--- config.mk ---
export PLATFORM = sky130hd
export DESIGN_NAME = load_store_unit
export DESIGN_NICKNAME = d
export VERILOG_FILES = /design/src/rtl/load_store_unit.sv
export SDC_FILE = /design/constraint.sdc
export NUM_CORES = 1
export LEC_CHECK = 0
export CAP_MARGIN = 20
export CORE_MARGIN = 2
export CORE_UTILIZATION = 40
export DETAILED_ROUTE_END_ITERATION = 7
export GPL_TIMING_DRIVEN = 1
export PLACE_DENSITY = 0.75
export SYNTH_ARGS = -nofsm -noshare
export SYNTH_HDL_FRONTEND = slang
export SYNTH_SLANG_ARGS = --single-unit
--- constraint.sdc ---
create_clock -name clk -period 18.2 [get_ports clk]
set_clock_uncertainty 0.2 [all_clocks]
set_input_delay 3.64 -clock clk [delete_from_list [all_inputs] [get_ports clk]]
set_output_delay 3.64 -clock clk [all_outputs]
set_load 0.01 [all_outputs]
--- src/rtl/load_store_unit.sv ---
// load_store_unit
//   Memory-stage access unit in front of a word-wide data memory (async read
//   gated by read enable, posedge write). Converts byte/half/word loads and
//   stores into word accesses. Sub-word stores run a two-cycle
//   read-modify-write: the first cycle reads the word and stalls the
//   pipeline; the second cycle writes back the merged word. Load results are
//   sign/zero-extended and registered for the MEM/WB boundary.
//
// Ports
//   clk, reset        clock; synchronous active-high reset
//   req_valid         request present this cycle
//   req_write         1 store, 0 load
//   req_size          00 byte, 01 half, 10 word, 11 illegal (misaligned)
//   req_unsigned      loads: 1 zero-extend, 0 sign-extend
//   req_addr          byte address
//   req_wdata         store data, right-justified
//   stall             hold the pipeline (request must stay stable)
//   ld_data           registered, extended load result
//   ld_valid          one-cycle pulse, ld_data updated
//   misalign_err      one-cycle registered pulse, access dropped
//   mem_we, mem_re    memory write/read enables
//   mem_addr          memory word index
//   mem_wdata         memory write data
//   mem_rdata         memory read data (combinational)
module load_store_unit #(
    parameter int DATA_WIDTH      = 32,
    parameter int ADDR_WIDTH      = 32,
    parameter int WORD_ADDR_WIDTH = 10
) (
    input  logic                       clk,
    input  logic                       reset,
    input  logic                       req_valid,
    input  logic                       req_write,
    input  logic [1:0]                 req_size,
    input  logic                       req_unsigned,
    input  logic [ADDR_WIDTH-1:0]      req_addr,
    input  logic [DATA_WIDTH-1:0]      req_wdata,
    output logic                       stall,
    output logic [DATA_WIDTH-1:0]      ld_data,
    output logic                       ld_valid,
    output logic                       misalign_err,
    output logic                       mem_we,
    output logic                       mem_re,
    output logic [WORD_ADDR_WIDTH-1:0] mem_addr,
    output logic [DATA_WIDTH-1:0]      mem_wdata,
    input  logic [DATA_WIDTH-1:0]      mem_rdata
);

    localparam logic [1:0] SZ_BYTE = 2'b00;
    localparam logic [1:0] SZ_HALF = 2'b01;
    localparam logic [1:0] SZ_WORD = 2'b10;

    typedef enum logic {IDLE, RMW_WR} state_t;

    state_t                       state_q, state_d;
    logic [DATA_WIDTH-1:0]        ld_data_q, ld_data_d;
    logic                         ld_valid_q, ld_valid_d;
    logic                         misalign_q, misalign_d;
    logic [WORD_ADDR_WIDTH-1:0]   rmw_addr_q;
    logic [DATA_WIDTH-1:0]        rmw_wdata_q;
    logic                         misaligned;
    logic [WORD_ADDR_WIDTH-1:0]   word_idx;
    logic [1:0]                   offset;

    // Address bits above the word index and the two lane bits wrap away.
    logic unused_addr_bits;
    assign unused_addr_bits = ^req_addr[ADDR_WIDTH-1:WORD_ADDR_WIDTH+2];

    assign word_idx = req_addr[WORD_ADDR_WIDTH+1:2];
    assign offset   = req_addr[1:0];

    // Replace the addressed byte/half lane of the old word with store data.
    function automatic logic [DATA_WIDTH-1:0] merge_store(
        input logic [DATA_WIDTH-1:0] old_word,
        input logic [1:0]            off,
        input logic [1:0]            size,
        input logic [DATA_WIDTH-1:0] wd
    );
        logic [DATA_WIDTH-1:0] r;
        r = old_word;
        if (size == SZ_BYTE) begin
            r[{off, 3'b000} +: 8] = wd[7:0];
        end else begin
            r[{off[1], 4'b0000} +: 16] = wd[15:0];
        end
        return r;
    endfunction

    // Select the addressed lane and sign- or zero-extend it.
    function automatic logic [DATA_WIDTH-1:0] extract_load(
        input logic [DATA_WIDTH-1:0] word,
        input logic [1:0]            off,
        input logic [1:0]            size,
        input logic                  uns
    );
        logic [7:0]            b;
        logic [15:0]           h;
        logic [DATA_WIDTH-1:0] r;
        b = word[{off, 3'b000} +: 8];
        h = word[{off[1], 4'b0000} +: 16];
        case (size)
            SZ_BYTE: r = uns ? {{(DATA_WIDTH-8){1'b0}}, b} : {{(DATA_WIDTH-8){b[7]}}, b};
            SZ_HALF: r = uns ? {{(DATA_WIDTH-16){1'b0}}, h} : {{(DATA_WIDTH-16){h[15]}}, h};
            default: r = word;
        endcase
        return r;
    endfunction

    always_comb begin
        case (req_size)
            SZ_BYTE: misaligned = 1'b0;
            SZ_HALF: misaligned = offset[0];
            SZ_WORD: misaligned = (offset != 2'b00);
            default: misaligned = 1'b1;
        endcase
    end

    always_comb begin
        state_d    = state_q;
        stall      = 1'b0;
        mem_we     = 1'b0;
        mem_re     = 1'b0;
        mem_addr   = '0;
        mem_wdata  = '0;
        ld_valid_d = 1'b0;
        misalign_d = 1'b0;
        ld_data_d  = extract_load(mem_rdata, offset, req_size, req_unsigned);
        case (state_q)
            IDLE: begin
                if (req_valid) begin
                    if (misaligned) begin
                        misalign_d = 1'b1;
                    end else if (!req_write) begin
                        mem_re     = 1'b1;
                        mem_addr   = word_idx;
                        ld_valid_d = 1'b1;
                    end else if (req_size == SZ_WORD) begin
                        mem_we    = 1'b1;
                        mem_addr  = word_idx;
                        mem_wdata = req_wdata;
                    end else begin
                        // Sub-word store: read the word now, write it next cycle.
                        mem_re   = 1'b1;
                        mem_addr = word_idx;
                        stall    = 1'b1;
                        state_d  = RMW_WR;
                    end
                end
            end
            RMW_WR: begin
                mem_we    = 1'b1;
                mem_addr  = rmw_addr_q;
                mem_wdata = rmw_wdata_q;
                state_d   = IDLE;
            end
            default: state_d = IDLE;
        endcase
    end

    always_ff @(posedge clk) begin
        if (reset) begin
            state_q    <= IDLE;
            ld_data_q  <= '0;
            ld_valid_q <= 1'b0;
            misalign_q <= 1'b0;
        end else begin
            state_q    <= state_d;
            ld_valid_q <= ld_valid_d;
            misalign_q <= misalign_d;
            if (ld_valid_d) begin
                ld_data_q <= ld_data_d;
            end
        end
    end

    // Merge capture carries no reset: it is only consumed from RMW_WR,
    // which is entered solely through this capture.
    always_ff @(posedge clk) begin
        if (state_q == IDLE && state_d == RMW_WR) begin
            rmw_addr_q  <= word_idx;
            rmw_wdata_q <= merge_store(mem_rdata, offset, req_size, req_wdata);
        end
    end

    assign ld_data      = ld_data_q;
    assign ld_valid     = ld_valid_q;
    assign misalign_err = misalign_q;

endmodule

==> flow_metrics.tcl, run 1 <==
set metrics [dict create \
    min_delay_path_depth 2 \
    synth-seq-cells 77 \
    cts-htree-levels 3 \
    grt_pass1_vias 3797 \
    vias_per_cell 5.87 \
    most_frequent_cells_in_the_layout "clkdlybuf4s50_1, a22o_1, edfxtp_1" \
    finalSetupViolations 0 \
    timing_worst_setup_path_type "in -> out" \
    pwr_density_cell_nw_per_um2 70.1 \
    cts_buffer_depth 2 \
    cp_max_delay_cell "clkdlybuf4s50_1" \
    dpl.cell_count 674 \
    area.growth.synth_to_final_pct 45.2 \
    critPathTopFamily "buffers and inverters" \
    fin_hold_ws_ns 0.305 \
    period_needed_ns 10.32 \
    place_congestion 0.828 \
    synth_top_family_by_area "compound AO/OA/AOI/OAI gates" \
    timing.final.crit_share_pct 56.7 \
    route.detailed.drc 0 \
    yosys.area_share.adder_pct 1.48 \
    cts.hold.buffers_added 0 \
    timing.critical_path.fanout_max 43 \
    synth-async-reset-ratio_pct 0 \
    timing.critical_path.required_ns 14.36 \
    end_of_the_worst_register_to_register_path "ld_data[17]$_SDFFE_PP0P_" \
    nets 657 \
    delay_of_the_slowest_cell_on_the_worst_path_ns 0.65 \
    clock_latency_ns 0.35 \
    clockRootBuffer "clkbuf_8" \
    cts-resized-gates 0 \
    synth_compound_gate_area_share_pct 31.4 \
    critical_path.startpoint_type "input pin" \
    floorplan.initialDensity_pct 41.1 \
    dp_worst_setup_slack_ns 7.89 \
    number_of_enable_flip_flop_cells_after_synthesis 42 \
    postSynth.topFlopCell "edfxtp_1" \
    die_w_um 107 \
    synth.yosys.warnings 0 \
    die_footprint_um2 11400 \
    grt_pass1_wl_um 21000 \
    grt.total_usage_pct 23.7 \
    postRouteAntennaNets 0 \
    run_status "finished clean" \
    cts.sink_count 77 \
    syn-instance-count 404 \
    clkSlewWorstSetupHoldPaths_ns 0.09 \
    via_count 4053 \
    timing.critical_path.to_type "output port" \
    final_core_util_pct 59.6 \
    place_hpwl_um 9950 \
    ir_drop_mv 0.0384 \
    mostFrequentLayoutCell "clkdlybuf4s50_1" \
    syn-num-nets 512 \
    cp_data_arrival_time_ns 6.48 \
    antennaDiodeCount 0 \
    synth-xor-area-share_pct 0 \
    maximum_number_of_pins_on_one_net_before_global_route_repair 45 \
    timing.max_slew.rel_slack_pct 43.7 \
    die_height_um 107 \
    drt_pre_antenna_iters 5 \
    avgRoutedWirePerCell_um 20.0 \
    min_delay_endpoint "ld_data[1]$_SDFFE_PP0P_" \
    worstReg2RegStart "state_q$_SDFF_PP0_" \
    cts_tree "built" \
    crit_buf_inv 5 \
    min-delay-start "ld_data[1]$_SDFFE_PP0P_" \
    hold_class "reg -> reg" \
    io_buffers 161 \
    top_level_ports 182 \
    crit_path_cell_trace "clkdlybuf4s50_1 > buf_4 > inv_1 > ha_1 > nand2b_1 > nand2_1 > nor3_2 > buf_4 > clkdlybuf4s50_1" \
    syn-mean-instance-area_um2 10.4 \
    post_route_cells_drive_above_1_share_pct 9.39 \
    rrSetupSlack_ns 15.55 \
    grt_overflow_total 0 \
    finalHoldViolations 0 \
    achievable-frequency_mhz 96.9 \
    worst_r2r_path_depth 5 \
    drt_total_wl_um 13800 \
    synthesis.area_um2 4220 \
    sequential_element_share_of_the_synthesized_area_pct 46.5 \
    antenna_found_initial 0 \
    floorplan.rows 37 \
    report.final.slew_viol_count 0 \
    layoutNonFillerInstCount 690 \
    grt_setup_unrepaired "no" \
    placeableCoreArea_um2 10300 \
    cap_violations 0 \
    leakage_nw 2.17 \
    fin_ws_ns 7.88 \
    timing.setup.tns_ns 0 \
    synth_simple_gate_area_share_pct 13.8 \
    max_slew.worst_pin.slew_ns 0.844 \
    synth_mux_area_share_pct 2.05 \
    dr.first_iter.drc_count 414 \
    synth.distinct_cells 53 \
    number_of_buffers_added_by_the_clock_tree_synthesis_step 9 \
    cts_setup_buffers 0 \
]
## worst reg2reg max path, stage by stage (launching register included)
cell	delay, ns
dfxtp_1	0.32
buf_4	0.26
nor3b_1	0.35
nand3_1	0.49
a21oi_4	0.71
a211oi_1	0.18
## stage by stage
stage	cell area (µm²)	total power, mW
floorplan	4220	0.238
global placement	5870	0.281
detailed placement	5900	0.283
CTS	6130	0.430
global route	6130	0.444
finish	6130	0.429
## layout make-up
type | instances | area, µm²
sequential | 77 | 1960
timing repair buffer | 168 | 1680
inverter | 6 | 22.5
tap | 136 | 170
fill | 871 | 4150
clock inverter | 6 | 96.3
multi-input combinational | 287 | 2060
clock buffer | 10 | 128
## worst max-delay path by stage
| stage | depth (start not counted) | from | to |
|---|---|---|---|
| CTS | 8 | req_addr[0] | stall |
| floorplan | 6 | req_addr[1] | stall |
| detailed placement | 9 | req_addr[1] | stall |
| global route | 8 | req_addr[0] | mem_addr[5] |
| global placement | 8 | req_addr[1] | mem_wdata[0] |
| finish | 9 | req_addr[1] | stall |
## power breakdown
group	switching (mW)	internal (mW)
combinational	0.0424	0.0442
clock	0.0707	0.0788
sequential	0.00287	0.190
## synth_stat cells, types with 8 or more instances
cell / n / area, µm²
a211oi_2: 10 / 125
edfxtp_1: 42 / 1260
dfxtp_1: 35 / 701
nand3_1: 21 / 105
and2_1: 8 / 50.1
a22o_1: 66 / 578
a221o_1: 8 / 80.1
nand2_1: 34 / 128
nor2_1: 32 / 120
buf_2: 13 / 65.1
a21o_1: 10 / 75.1
a21oi_1: 11 / 55.1
clkbuf_1: 12 / 45.0
a211oi_1: 14 / 105
## registers in the layout (all words and copies together) (netlist names)
name	count
ld_data	32
rmw_wdata_q	32
rmw_addr_q	10
ld_valid	1
misalign_err	1
state_q	1
## cell families after synthesis
family,count (synthesis)
AO/OA/AOI/OAI,155
AND/OR/NAND/NOR,119
flip-flops,77
buffers and inverters,40
multiplexers,8
adder cells (fa/ha/maj),5
## per-layer routing
| layer | GRT usage (%) | wire, µm | vias up |
|---|---|---|---|
| met5 | 0 | 0 | - |
| met4 | 6.40 | 151 | 0 |
| met3 | 6.20 | 1540 | 13 |
| met2 | 36.9 | 6230 | 250 |
| met1 | 32.6 | 5900 | 1910 |
| li1 | - | - | 1880 |
No activity file was read; power rests on OpenSTA's default activity.
==> inputs of run 2 (changes only) <==
==> constraint.sdc (replaced) <==
create_clock -name clk -period 10.2 [get_ports clk]
set_clock_uncertainty 0.2 [all_clocks]
set_input_delay 2.04 -clock clk [delete_from_list [all_inputs] [get_ports clk]]
set_output_delay 2.04 -clock clk [all_outputs]
set_load 0.01 [all_outputs]
==> run 2 against run 1 <==
Non-clock buffer count unchanged. Combinational power rose by 78%. First-iteration DRC count decreased by 19%. Die area is the same. Final cell count did not move. Critical path depth did not move. Sequential share of layout area barely moved. Sequential power is 79% higher. Setup slack worse by 4.8 ns. Hold slack barely moved. Wire length is 0.73% lower. Power rose by 79%. Critical path type unchanged. Critical endpoint unchanged.
==> flow_metrics.tcl, run 2 (synthesis results as in run 1) <==
set metrics [dict create \
    run_status "finished clean" \
    p_switching_uw 197 \
    cts_buffer_depth 2 \
    timing_worst_setup_path_type "in -> out" \
    io_buffers 161 \
    intPower_uw 570 \
    p_comb_share_pct 20.1 \
    clockRootBuffer "clkbuf_8" \
    placeableCoreArea_um2 10300 \
    end_of_the_worst_register_to_register_path "ld_data[29]$_SDFFE_PP0P_" \
    die_footprint_um2 11400 \
    timing.final.crit_share_pct 69.8 \
    cts.sink_count 77 \
    floorplan.rows 37 \
    startpoint "req_addr[1]" \
    cts_tree "built" \
    drt_total_wl_um 13700 \
    timing.max_slew.rel_slack_pct 44.8 \
    cts.hold.buffers_added 0 \
    report.final.slew_viol_count 0 \
    hold_class "reg -> reg" \
    area.growth.synth_to_final_pct 45.3 \
    avgRoutedWirePerCell_um 19.9 \
    fin_ws_ns 3.08 \
    cts_setup_buffers 0 \
    top_level_ports 182 \
    clkSlewWorstSetupHoldPaths_ns 0.08 \
    timing.critical_path.to_type "output port" \
    finalHoldViolations 0 \
    via_count 4054 \
    cts-htree-levels 3 \
    grt_overflow_total 0 \
    dr.first_iter.drc_count 337 \
    clock_latency_ns 0.36 \
    layout.filler_cells 868 \
    antenna_found_initial 0 \
    mostFrequentLayoutCell "clkdlybuf4s50_1" \
    timing.critical_path.required_ns 7.96 \
    place_congestion 0.827 \
    cap_violations 0 \
    die_w_um 107 \
    nets 657 \
    pwr_density_cell_nw_per_um2 125 \
    grt.total_usage_pct 23.3 \
    power.share.sequential_pct 44.9 \
    max_slew.worst_pin.slew_ns 0.827 \
    die_height_um 107 \
    floorplan.initialDensity_pct 41.1 \
    crit_path_end "stall" \
    worstReg2RegStart "state_q$_SDFF_PP0_" \
    period_needed_ns 7.12 \
    timing.setup.tns_ns 0 \
    worst_r2r_path_depth 5 \
    most_frequent_cells_in_the_layout "clkdlybuf4s50_1, a22o_1, edfxtp_1" \
    post_route_cells_drive_above_1_share_pct 9.21 \
    timing.critical_path.fanout_max 43 \
    vias_per_cell 5.88 \
    drt_pre_antenna_iters 5 \
    grt_pass1_vias 3792 \
    achievable-frequency_mhz 140 \
    power.clock.fraction_pct 35.0 \
    place_hpwl_um 9880 \
    critical_path.startpoint_type "input pin" \
    grt_setup_unrepaired "no" \
    total_power_uw 768 \
    cp_data_arrival_time_ns 4.88 \
    grt_pass1_wl_um 20500 \
    leakage_nw 2.17 \
    ir_drop_mv 0.0719 \
    maximum_number_of_pins_on_one_net_before_global_route_repair 45 \
    p_sw_share_pct 25.7 \
    antennaDiodeCount 0 \
    number_of_buffers_added_by_the_clock_tree_synthesis_step 9 \
    rrSetupSlack_ns 7.54 \
    cts-resized-gates 0 \
    route.detailed.drc 0 \
    dp_worst_setup_slack_ns 3.09 \
    postRouteAntennaNets 0 \
    finalSetupViolations 0 \
]
-- run 2: cell count changes in the layout (fill, tap and decap cells not counted) --
cell	before	now
clkbuf_8	9	11
inv_8	1	0
clkbuf_1	1	2
clkinv_4	2	0
-- run 2: worst min-delay path by stage --
stage,startpoint,endpoint,slack [ns],cells past startpoint
CTS,ld_data[0]$_SDFFE_PP0P_,ld_data[0]$_SDFFE_PP0P_,0.30,2
detailed placement,ld_data[0]$_SDFFE_PP0P_,ld_data[0]$_SDFFE_PP0P_,0.29,2
finish,ld_data[0]$_SDFFE_PP0P_,ld_data[0]$_SDFFE_PP0P_,0.31,2
global route,ld_data[0]$_SDFFE_PP0P_,ld_data[0]$_SDFFE_PP0P_,0.34,2
floorplan,ld_data[15]$_SDFFE_PP0P_,ld_data[15]$_SDFFE_PP0P_,0.32,2
global placement,ld_data[30]$_SDFFE_PP0P_,ld_data[30]$_SDFFE_PP0P_,0.29,2
-- run 2: layer usage --
layer / GRT usage (%) / wire (µm) / up-vias
li1: - / - / 1873
met1: 31.6 / 6150 / 1921
met5: 0 / 0 / -
met2: 36.3 / 6080 / 239
met3: 5.71 / 1240 / 21
met4: 8.35 / 247 / 0
-- run 2: per-stage QoR --
stage | hold WS (ns) | util (%) | area [µm²] | cells
finish | 0.305 | 59.6 | 6130 | 690
global placement | 0.285 | 57.2 | 5870 | 673
detailed placement | 0.293 | 57.4 | 5900 | 674
floorplan | 0.318 | - | 4220 | 404
CTS | 0.304 | 59.6 | 6130 | 690
global route | 0.336 | 59.6 | 6130 | 690
-- run 2: cell type report --
cell class	instances	area [µm²]	area share, %
sequential	77	1960	32.0
multi-input combinational	287	2060	33.7
tap	136	170	2.78
clock buffer	13	159	2.59
clock inverter	3	67.6	1.10
inverter	6	22.5	0.367
timing repair buffer	168	1680	27.5
-- run 2: critical path: stages --
cell and delay (ns):
clkdlybuf4s50_1 0.40, buf_4 0.24, inv_1 0.27, ha_1 0.30, nand2b_1 0.19, nand2_1 0.13, nor3_2 0.17, buf_4 0.47
clkdlybuf4s50_1 0.65
-- run 2: power by group through the flow --
| stage | combinational [mW] | clock (mW) | sequential [mW] |
|---|---|---|---|
| after floorplan | 0.0700 | 0 | 0.354 |
| after global placement | 0.150 | 0 | 0.352 |
| after detailed placement | 0.152 | 0 | 0.352 |
| after CTS | 0.153 | 0.272 | 0.345 |
| after global routing | 0.164 | 0.285 | 0.346 |
| final | 0.154 | 0.268 | 0.345 |
==> inputs of run 3 (changes only) <==
==> constraint.sdc (replaced) <==
create_clock -name clk -period 6.76 [get_ports clk]
set_clock_uncertainty 0.2 [all_clocks]
set_input_delay 1.352 -clock clk [delete_from_list [all_inputs] [get_ports clk]]
set_output_delay 1.352 -clock clk [all_outputs]
set_load 0.01 [all_outputs]
==> run 3 against run 2 <==
Clock power rose by 24%. Critical path depth did not move. Final cell count did not move. First-iteration DRC count rose by 5.3%. Combinational power rose by 51%. Sequential cell count did not move. Sequential power rose by 51%. Cell area fell by 0.86%. Global-route usage barely moved. Die area did not move.
==> flow_metrics.tcl, run 3 (synthesis results as in run 1) <==
set metrics [dict create \
    grt_overflow_total 0 \
    clockRootBuffer "clkbuf_8" \
    max_slew.worst_pin.slew_ns 0.813 \
    drt_pre_antenna_iters 5 \
    die_w_um 107 \
    timing.critical_path.mode_cell "clkdlybuf4s50_1" \
    maximum_number_of_pins_on_one_net_before_global_route_repair 45 \
    timing.final.crit_share_pct 85.9 \
    met2RoutedLength_um 5800 \
    finalSetupViolations 0 \
    min-delay-start "ld_data[16]$_SDFFE_PP0P_" \
    mostFrequentLayoutCell "clkdlybuf4s50_1" \
    floorplan.rows 37 \
    timing.critical_path.required_ns 5.21 \
    antennaDiodeCount 0 \
    hold_class "reg -> reg" \
    die_height_um 107 \
    period_needed_ns 5.81 \
    critPathTopFamily "buffers and inverters" \
    timing.critical_path.fanout_max 32 \
    rrSetupSlack_ns 4.23 \
    cp_data_arrival_time_ns 4.26 \
    postRouteAntennaNets 0 \
    cts-htree-levels 3 \
    ir_drop_mv 0.0822 \
    wirelength_met1_um 5960 \
    crit_buf_inv 4 \
    cts_tree "built" \
    met3_length_um 1490 \
    cts.sink_count 77 \
    number_of_buffers_added_by_the_clock_tree_synthesis_step 9 \
    leakage_nw 2.16 \
    min_delay_path_depth 2 \
    timing.max_slew.rel_slack_pct 45.8 \
    startpoint "req_addr[1]" \
    layout.filler_cells 882 \
    total_power_mw 1.09 \
    cts_setup_buffers 0 \
    place_hpwl_um 9780 \
    antenna_found_initial 0 \
    report.final.slew_viol_count 0 \
    die_footprint_um2 11400 \
    floorplan.initialDensity_pct 41.1 \
    clkSlewWorstSetupHoldPaths_ns 0.08 \
    route.detailed.drc 0 \
    placeableCoreArea_um2 10300 \
    finalHoldViolations 0 \
    min_delay_endpoint "ld_data[16]$_SDFFE_PP0P_" \
    io_buffers 161 \
    timing.setup.tns_ns 0 \
    place_congestion 0.837 \
    via_count 4049 \
    top_level_ports 182 \
    grt_pass1_wl_um 20600 \
    drt_total_wl_um 13600 \
    cts.hold.buffers_added 0 \
    end_of_the_worst_register_to_register_path "ld_data[17]$_SDFFE_PP0P_" \
    timing.critical_path.to_type "output port" \
    worst_r2r_path_depth 5 \
    final_core_util_pct 59.1 \
    nets 657 \
    delay_of_the_slowest_cell_on_the_worst_path_ns 0.56 \
    cap_violations 0 \
    vias_per_cell 5.87 \
    achievable-frequency_mhz 172 \
    grt.total_usage_pct 23.3 \
    cp_max_delay_cell "nor2_1" \
    grt_pass1_vias 3818 \
    worstReg2RegStart "state_q$_SDFF_PP0_" \
    run_status "finished clean" \
    grt_setup_unrepaired "no" \
    critical_path.startpoint_type "input pin" \
    clock_latency_ns 0.35 \
    cts-resized-gates 0 \
    area.growth.synth_to_final_pct 44.0 \
    avgRoutedWirePerCell_um 19.7 \
    pwr_density_cell_nw_per_um2 179 \
    most_frequent_cells_in_the_layout "clkdlybuf4s50_1, a22o_1, edfxtp_1" \
    topRoutingLayerUsed "met4" \
    post_route_cells_drive_above_1_share_pct 9.39 \
    crit_path_cell_trace "clkdlybuf4s50_1 > buf_4 > inv_1 > ha_1 > nand2b_1 > nand2_1 > nor2_1 > a22o_1 > clkdlybuf4s50_1" \
    timing_worst_setup_path_type "in -> out" \
    cts_buffer_depth 2 \
    dr.first_iter.drc_count 355 \
]
==> run 3: area by class of cell <==
cell class | instances | area, µm² | area share, %
Sequential cell | 77 | 1960 | 32.3
Timing Repair Buffer | 168 | 1660 | 27.4
Tap cell | 136 | 170 | 2.80
Multi-Input combinational cell | 287 | 2070 | 34.1
Clock buffer | 13 | 169 | 2.78
Inverter | 6 | 22.5 | 0.371
Clock inverter | 3 | 18.8 | 0.309
==> run 3: worst max-delay path by stage <==
stage	endpoint	slack (ns)	cells past startpoint
finish	mem_addr[3]	0.95	9
global route	mem_addr[4]	0.76	9
detailed placement	mem_addr[3]	0.95	9
global placement	mem_addr[5]	1.10	9
CTS	mem_addr[3]	0.94	9
floorplan	stall	1.24	6
==> run 3: layer usage <==
| metal | global-route usage [%] | vias to the layer above |
|---|---|---|
| met1 | 31.7 | 1903 |
| met2 | 34.1 | 237 |
| li1 | - | 1874 |
| met3 | 6.93 | 35 |
| met4 | 10.4 | 0 |
| met5 | 0 | - |
==> run 3: worst reg2reg max path, delay by kind of cell, from the launching register on <==
family / cells / cell delay (ns)
buf+inv: 1 / 0.26
compound gates: 2 / 0.84
flops: 1 / 0.31
simple gates: 2 / 0.76
==> run 3: power by group <==
part           internal, mW  total, mW  switching, mW  leakage [nW]
sequential            0.513      0.520        0.00752         0.671
combinational         0.119      0.233          0.114          1.39
clock                 0.163      0.332          0.168        0.0960
==> run 3: per-stage QoR <==
stage	instance area (µm²)	hold WS [ns]	cells	worst slack, ns
CTS	6080	0.302	690	0.944
detailed placement	5890	0.291	674	0.953
global route	6080	0.329	690	0.760
finish	6080	0.300	690	0.951
global placement	5890	0.286	674	1.10
floorplan	4220	0.318	404	1.24
==> variant 1, RTL diff (settings of run 2) <==
The parameter `DATA_WIDTH` goes from 32 to 28.
--- a/src/rtl/load_store_unit.sv
+++ b/src/rtl/load_store_unit.sv
@@ -25,3 +25,3 @@
 module load_store_unit #(
-    parameter int DATA_WIDTH      = 32,
+    parameter int DATA_WIDTH      = 28,
     parameter int ADDR_WIDTH      = 32,
Interface: changed (resized ld_data, mem_rdata, mem_wdata and req_wdata); port bits go from 182 to 166. No check against the original RTL was run, so the function may have changed too.
==> variant 1 against run 2 <==
- first-iteration DRC count decreased by 45%
- hold slack got worse by 0.0040 ns
- highest routed layer unchanged
- total power decreased by 7.6%
- sequential cell count decreased by 8
- setup slack improved by 0.14 ns
- design area decreased by 11%
- sequential share of layout area increased by 0.24 points
- wire length decreased by 17%
- synthesized area decreased by 13%
- die area decreased by 12%
==> variant 1: results (changes against run 2) <==
fill count: 712 (was 868)
Arr. time, crit path: 4.74 ns (was 4.88 ns)
Pint: 0.000533 W (was 0.000570 W)
first-pass GRT wire length: 17.7 mm (was 20.5 mm)
met2 WL post-DR: 5.17 mm (was 6.08 mm)
PortBufs: 145 (was 161)
Seq/Total Area, Yosys: 47.9% (was 46.5%)
CP endpoint: mem_wdata[4] (was stall)
met1 GRT Util: 31.3% (was 31.6%)
placed cell count: 571 (was 674)
Post-CTS Resized: 0 (unchanged)
antenna violations before repair: 0 (unchanged)
Inserted Clock Buffers: 9 (unchanged)
largest cells by area after synthesis: edfxtp_1 31%, dfxtp_1 17%, a22o_1 13%, a211oi_1 5.7%, nor2_1 3.5% (was edfxtp_1 30%, dfxtp_1 17%, a22o_1 14%, nand2_1 3.0%, a211oi_2 3.0%)
peak supply drop: 77.6 uV (was 71.9 uV)
GRT Overall Usage: 22.7% (was 23.3%)
met2 usage: 35.0% (was 36.3%)
initial drt markers: 186 (was 337)
Worst Max-Slew Pin Slew: 0.802 ns (was 0.827 ns)
Critical Path Fanout Max: 28 (was 43)
placed inst area: 5160 um2 (was 5900 um2)
met1 WL: 5.04 mm (was 6.15 mm)
GP Congestion: 0.822 (was 0.827)
Reg2Reg Setup Slack: 7.75 ns (was 7.54 ns)
final layout net count: 576 (was 657)
vias in the first global route: 3374 (was 3792)
commonest cells in the netlist: 56 x a22o_1, 38 x edfxtp_1, 34 x nor2_1 (was 66 x a22o_1, 42 x edfxtp_1, 35 x dfxtp_1)
pin count of the biggest net entering global routing: 43 (was 45)
number of synthesized flops with an enable pin: 38 (was 42)
leakage: 1.92 nW (was 2.17 nW)
Clock Latency Late Sink: 0.34 ns (was 0.36 ns)
layout cells sized above 1: 8.94% (was 9.21%)
Pre-antenna DRT Iters: 6 (was 5)
Clock group: 0.000264 W (was 0.000268 W)
sequential share of power: 43.6% (was 44.9%)
seq pwr: 0.000310 W (was 0.000345 W)
routed len/inst: 19.3 um (was 19.9 um)
routed vias/inst: 5.84 (was 5.88)
fin cells: 589 (was 690)
post-synth cell types: 51 (was 53)
Post-Syn Nets: 440 (was 512)
RR Endpoint: ld_data[27] (was ld_data[29])
Syn Inst Count: 340 (was 404)
post-DP HPWL: 8.36 mm (was 9.88 mm)
slowest stage delay, CP: 0.61 ns (was 0.65 ns)
M3 GR Usage: 4.87% (was 5.71%)
DR WL met3: 908 um (was 1.24 mm)
Worst Hold Launch: ld_data[4] (was ld_data[0])
Endpoint, Worst Hold: ld_data[4] (was ld_data[0])
Max Cap Viol: 0 (unchanged)
status: finished clean (unchanged)
-- variant 1: logic make-up after synthesis --
group / Yosys count / synth area share [%]
flip-flops: 69 / 47.9
adder cells (fa/ha/maj): 5 / 1.70
AND/OR/NAND/NOR: 101 / 15.2
AO/OA/AOI/OAI: 128 / 28.7
multiplexers: 9 / 2.72
buffers and inverters: 28 / 3.81
-- variant 1: cell type report --
cell class | instances | area [um2] | share of cell area, %
multi-input cells | 243 | 1780 | 32.6
flip-flops and latches | 69 | 1760 | 32.2
repair buffers | 150 | 1530 | 27.9
clock buffers | 13 | 201 | 3.69
well taps | 108 | 135 | 2.47
clock inverters | 3 | 46.3 | 0.847
inverters | 3 | 11.3 | 0.206
-- variant 1: through the flow --
stage / util (%) / setup slack [ns] / hold slack [ns]
floorplan: - / 0.992 / 0.311
global placement: 58.6 / 3.22 / 0.278
detailed placement: 58.6 / 3.21 / 0.281
CTS: 61.4 / 3.20 / 0.301
global route: 62.0 / 3.03 / 0.319
finish: 62.0 / 3.22 / 0.301
==> variant 2, RTL diff (config.mk and constraints of run 2) <==
Made on the original files. Put one more register stage on the output `misalign_err`, with the module's reset. The value now appears one clock later. The other outputs are not delayed to match. Comments in the files are not updated.
--- a/src/rtl/load_store_unit.sv
+++ b/src/rtl/load_store_unit.sv
@@ -186,3 +186,9 @@
     assign ld_valid     = ld_valid_q;
-    assign misalign_err = misalign_q;
+    always_ff @(posedge clk) begin
+        if (reset) begin
+            misalign_err <= '0;
+        end else begin
+            misalign_err <= misalign_q;
+        end
+    end
 
Check against the original RTL: not equivalent (a bounded check fails within 4 cycles, from zero or initial values and one cycle with reset high).
==> variant 2 against run 2 <==
- via count rose by 2.0%
- sequential share of layout area rose by 0.16 points
- wire length grew 4.5%
- critical path type unchanged
- hold slack worse by 0.037 ns
- synthesized area is 1.4% higher
- design area is 0.51% higher
- total power is 3.8% lower
- sequential cell count grew 1
- clock power is 12% lower
- setup slack got worse by 0.58 ns
==> variant 2: results (changes against run 2) <==
status: finished clean (unchanged)
Arr. time, crit path: 5.46 ns (was 4.88 ns)
min-delay worst type: register to register (unchanged)
Crit path max-delay family: buffers and inverters (unchanged)
diode count: 0 (unchanged)
Seq/Total Area, Yosys: 46.3% (was 46.5%)
Clock Latency Late Sink: 0.35 ns
pin count of the biggest net entering global routing: 45 (unchanged)
slowest stage delay, CP: 0.98 ns (was 0.65 ns)
GRT Overall Usage: 24.7% (was 23.3%)
leakage: 2.21 nW (was 2.17 nW)
vias: 4135 (was 4054)
Synth Area in Adders: 1.46% (was 1.48%)
RR Endpoint: ld_data[17] (was ld_data[29])
synth warn: 0 (unchanged)
GP Congestion: 0.915 (was 0.827)
post-synth cell types: 55 (was 53)
hold depth: 1 (was 2)
layout cells sized above 1: 8.91% (was 9.21%)
first-pass GRT wire length: 21.8 mm (was 20.5 mm)
initial drt markers: 466 (was 337)
fill count: 920 (was 868)
Pre-antenna DRT Iters: 5 (unchanged)
Inserted Clock Buffers: 9 (unchanged)
final layout net count: 664 (was 657)
post-DP HPWL: 10.5 mm (was 9.88 mm)
path depth of the worst reg2reg path: 5 (unchanged)
Post-Syn Nets: 518 (was 512)
Max transition margin: 28.2% (was 44.8%)
Reg2Reg Setup Slack: 7.51 ns (was 7.54 ns)
post-synthesis mux area share: 1.70% (was 2.05%)
vias in the first global route: 3974 (was 3792)
R2R Path Start: state_q (unchanged)
post-synthesis compound-gate area fraction: 30.4% (was 31.4%)
commonest cells in the netlist: 59 x a22o_1, 42 x edfxtp_1, 39 x nand2_1 (was 66 x a22o_1, 42 x edfxtp_1, 35 x dfxtp_1)
Worst Hold Launch: misalign_q (was ld_data[0])
routed len/inst: 20.6 um (was 19.9 um)
placed inst area: 5960 um2 (was 5900 um2)
number of synthesized flops with an enable pin: 42 (unchanged)
Endpoint, Worst Hold: misalign_err (was ld_data[0])
Critical Path Fanout Max: 43 (unchanged)
largest cells by area after synthesis: edfxtp_1 29%, dfxtp_1 17%, a22o_1 12%, nand2_1 3.4%, a211oi_2 2.9% (was edfxtp_1 30%, dfxtp_1 17%, a22o_1 14%, nand2_1 3.0%, a211oi_2 3.0%)
peak supply drop: 67.5 uV (was 71.9 uV)
[variant 2: cell type report]
| class | instances | area, um2 | area share, % |
|---|---|---|---|
| timing repair buffer | 167 | 1680 | 27.2 |
| clock inverter | 7 | 73.8 | 1.20 |
| sequential | 78 | 1980 | 32.2 |
| clock buffer | 9 | 124 | 2.01 |
| inverter | 4 | 15.0 | 0.244 |
| multi-input combinational | 296 | 2120 | 34.4 |
| tap | 136 | 170 | 2.76 |
[variant 2: how the worst max path moves through the flow]
stage,startpoint,endpoint,slack [ns],cells after the start
floorplan,req_addr[1],stall,2.02,6
global placement,req_addr[1],stall,2.64,8
detailed placement,req_addr[1],stall,2.54,8
CTS,req_addr[1],stall,2.53,8
global route,req_addr[1],stall,2.23,8
finish,req_addr[1],stall,2.50,8
[variant 2: where the power goes]
part,internal [W],switching (W)
clock network,0.000113,0.000122
logic,0.0000780,0.0000768
registers,0.000344,0.00000483
[variant 2: kinds of logic after synthesis]
| family | Yosys count |
|---|---|
| simple gates | 132 |
| mux | 7 |
| compound gates | 152 |
| buf+inv | 36 |
| fa+ha+maj | 5 |
| flops | 78 |
[variant 2: per-layer routing]
metal / global-route usage, % / part of all wire [%] / up-vias
li1: - / - / 1896
met1: 32.3 / 41 / 1984
met2: 38.6 / 45 / 217
met3: 7.02 / 9.9 / 38
met4: 9.98 / 3.4 / 0
met5: 0 / 0 / -
[variant 2: per-stage QoR]
step	hold slack, ns	cells	utilization [%]	setup WS [ns]	power, W
2_1_floorplan	0.214	410	-	2.02	0.000428
3_3_place_gp	0.257	680	57.2	2.64	0.000505
3_5_place_dp	0.263	681	57.5	2.54	0.000509
4_1_cts	0.273	697	59.4	2.53	0.000739
5_1_grt	0.280	697	59.4	2.23	0.000764
6_report	0.268	697	59.4	2.50	0.000738
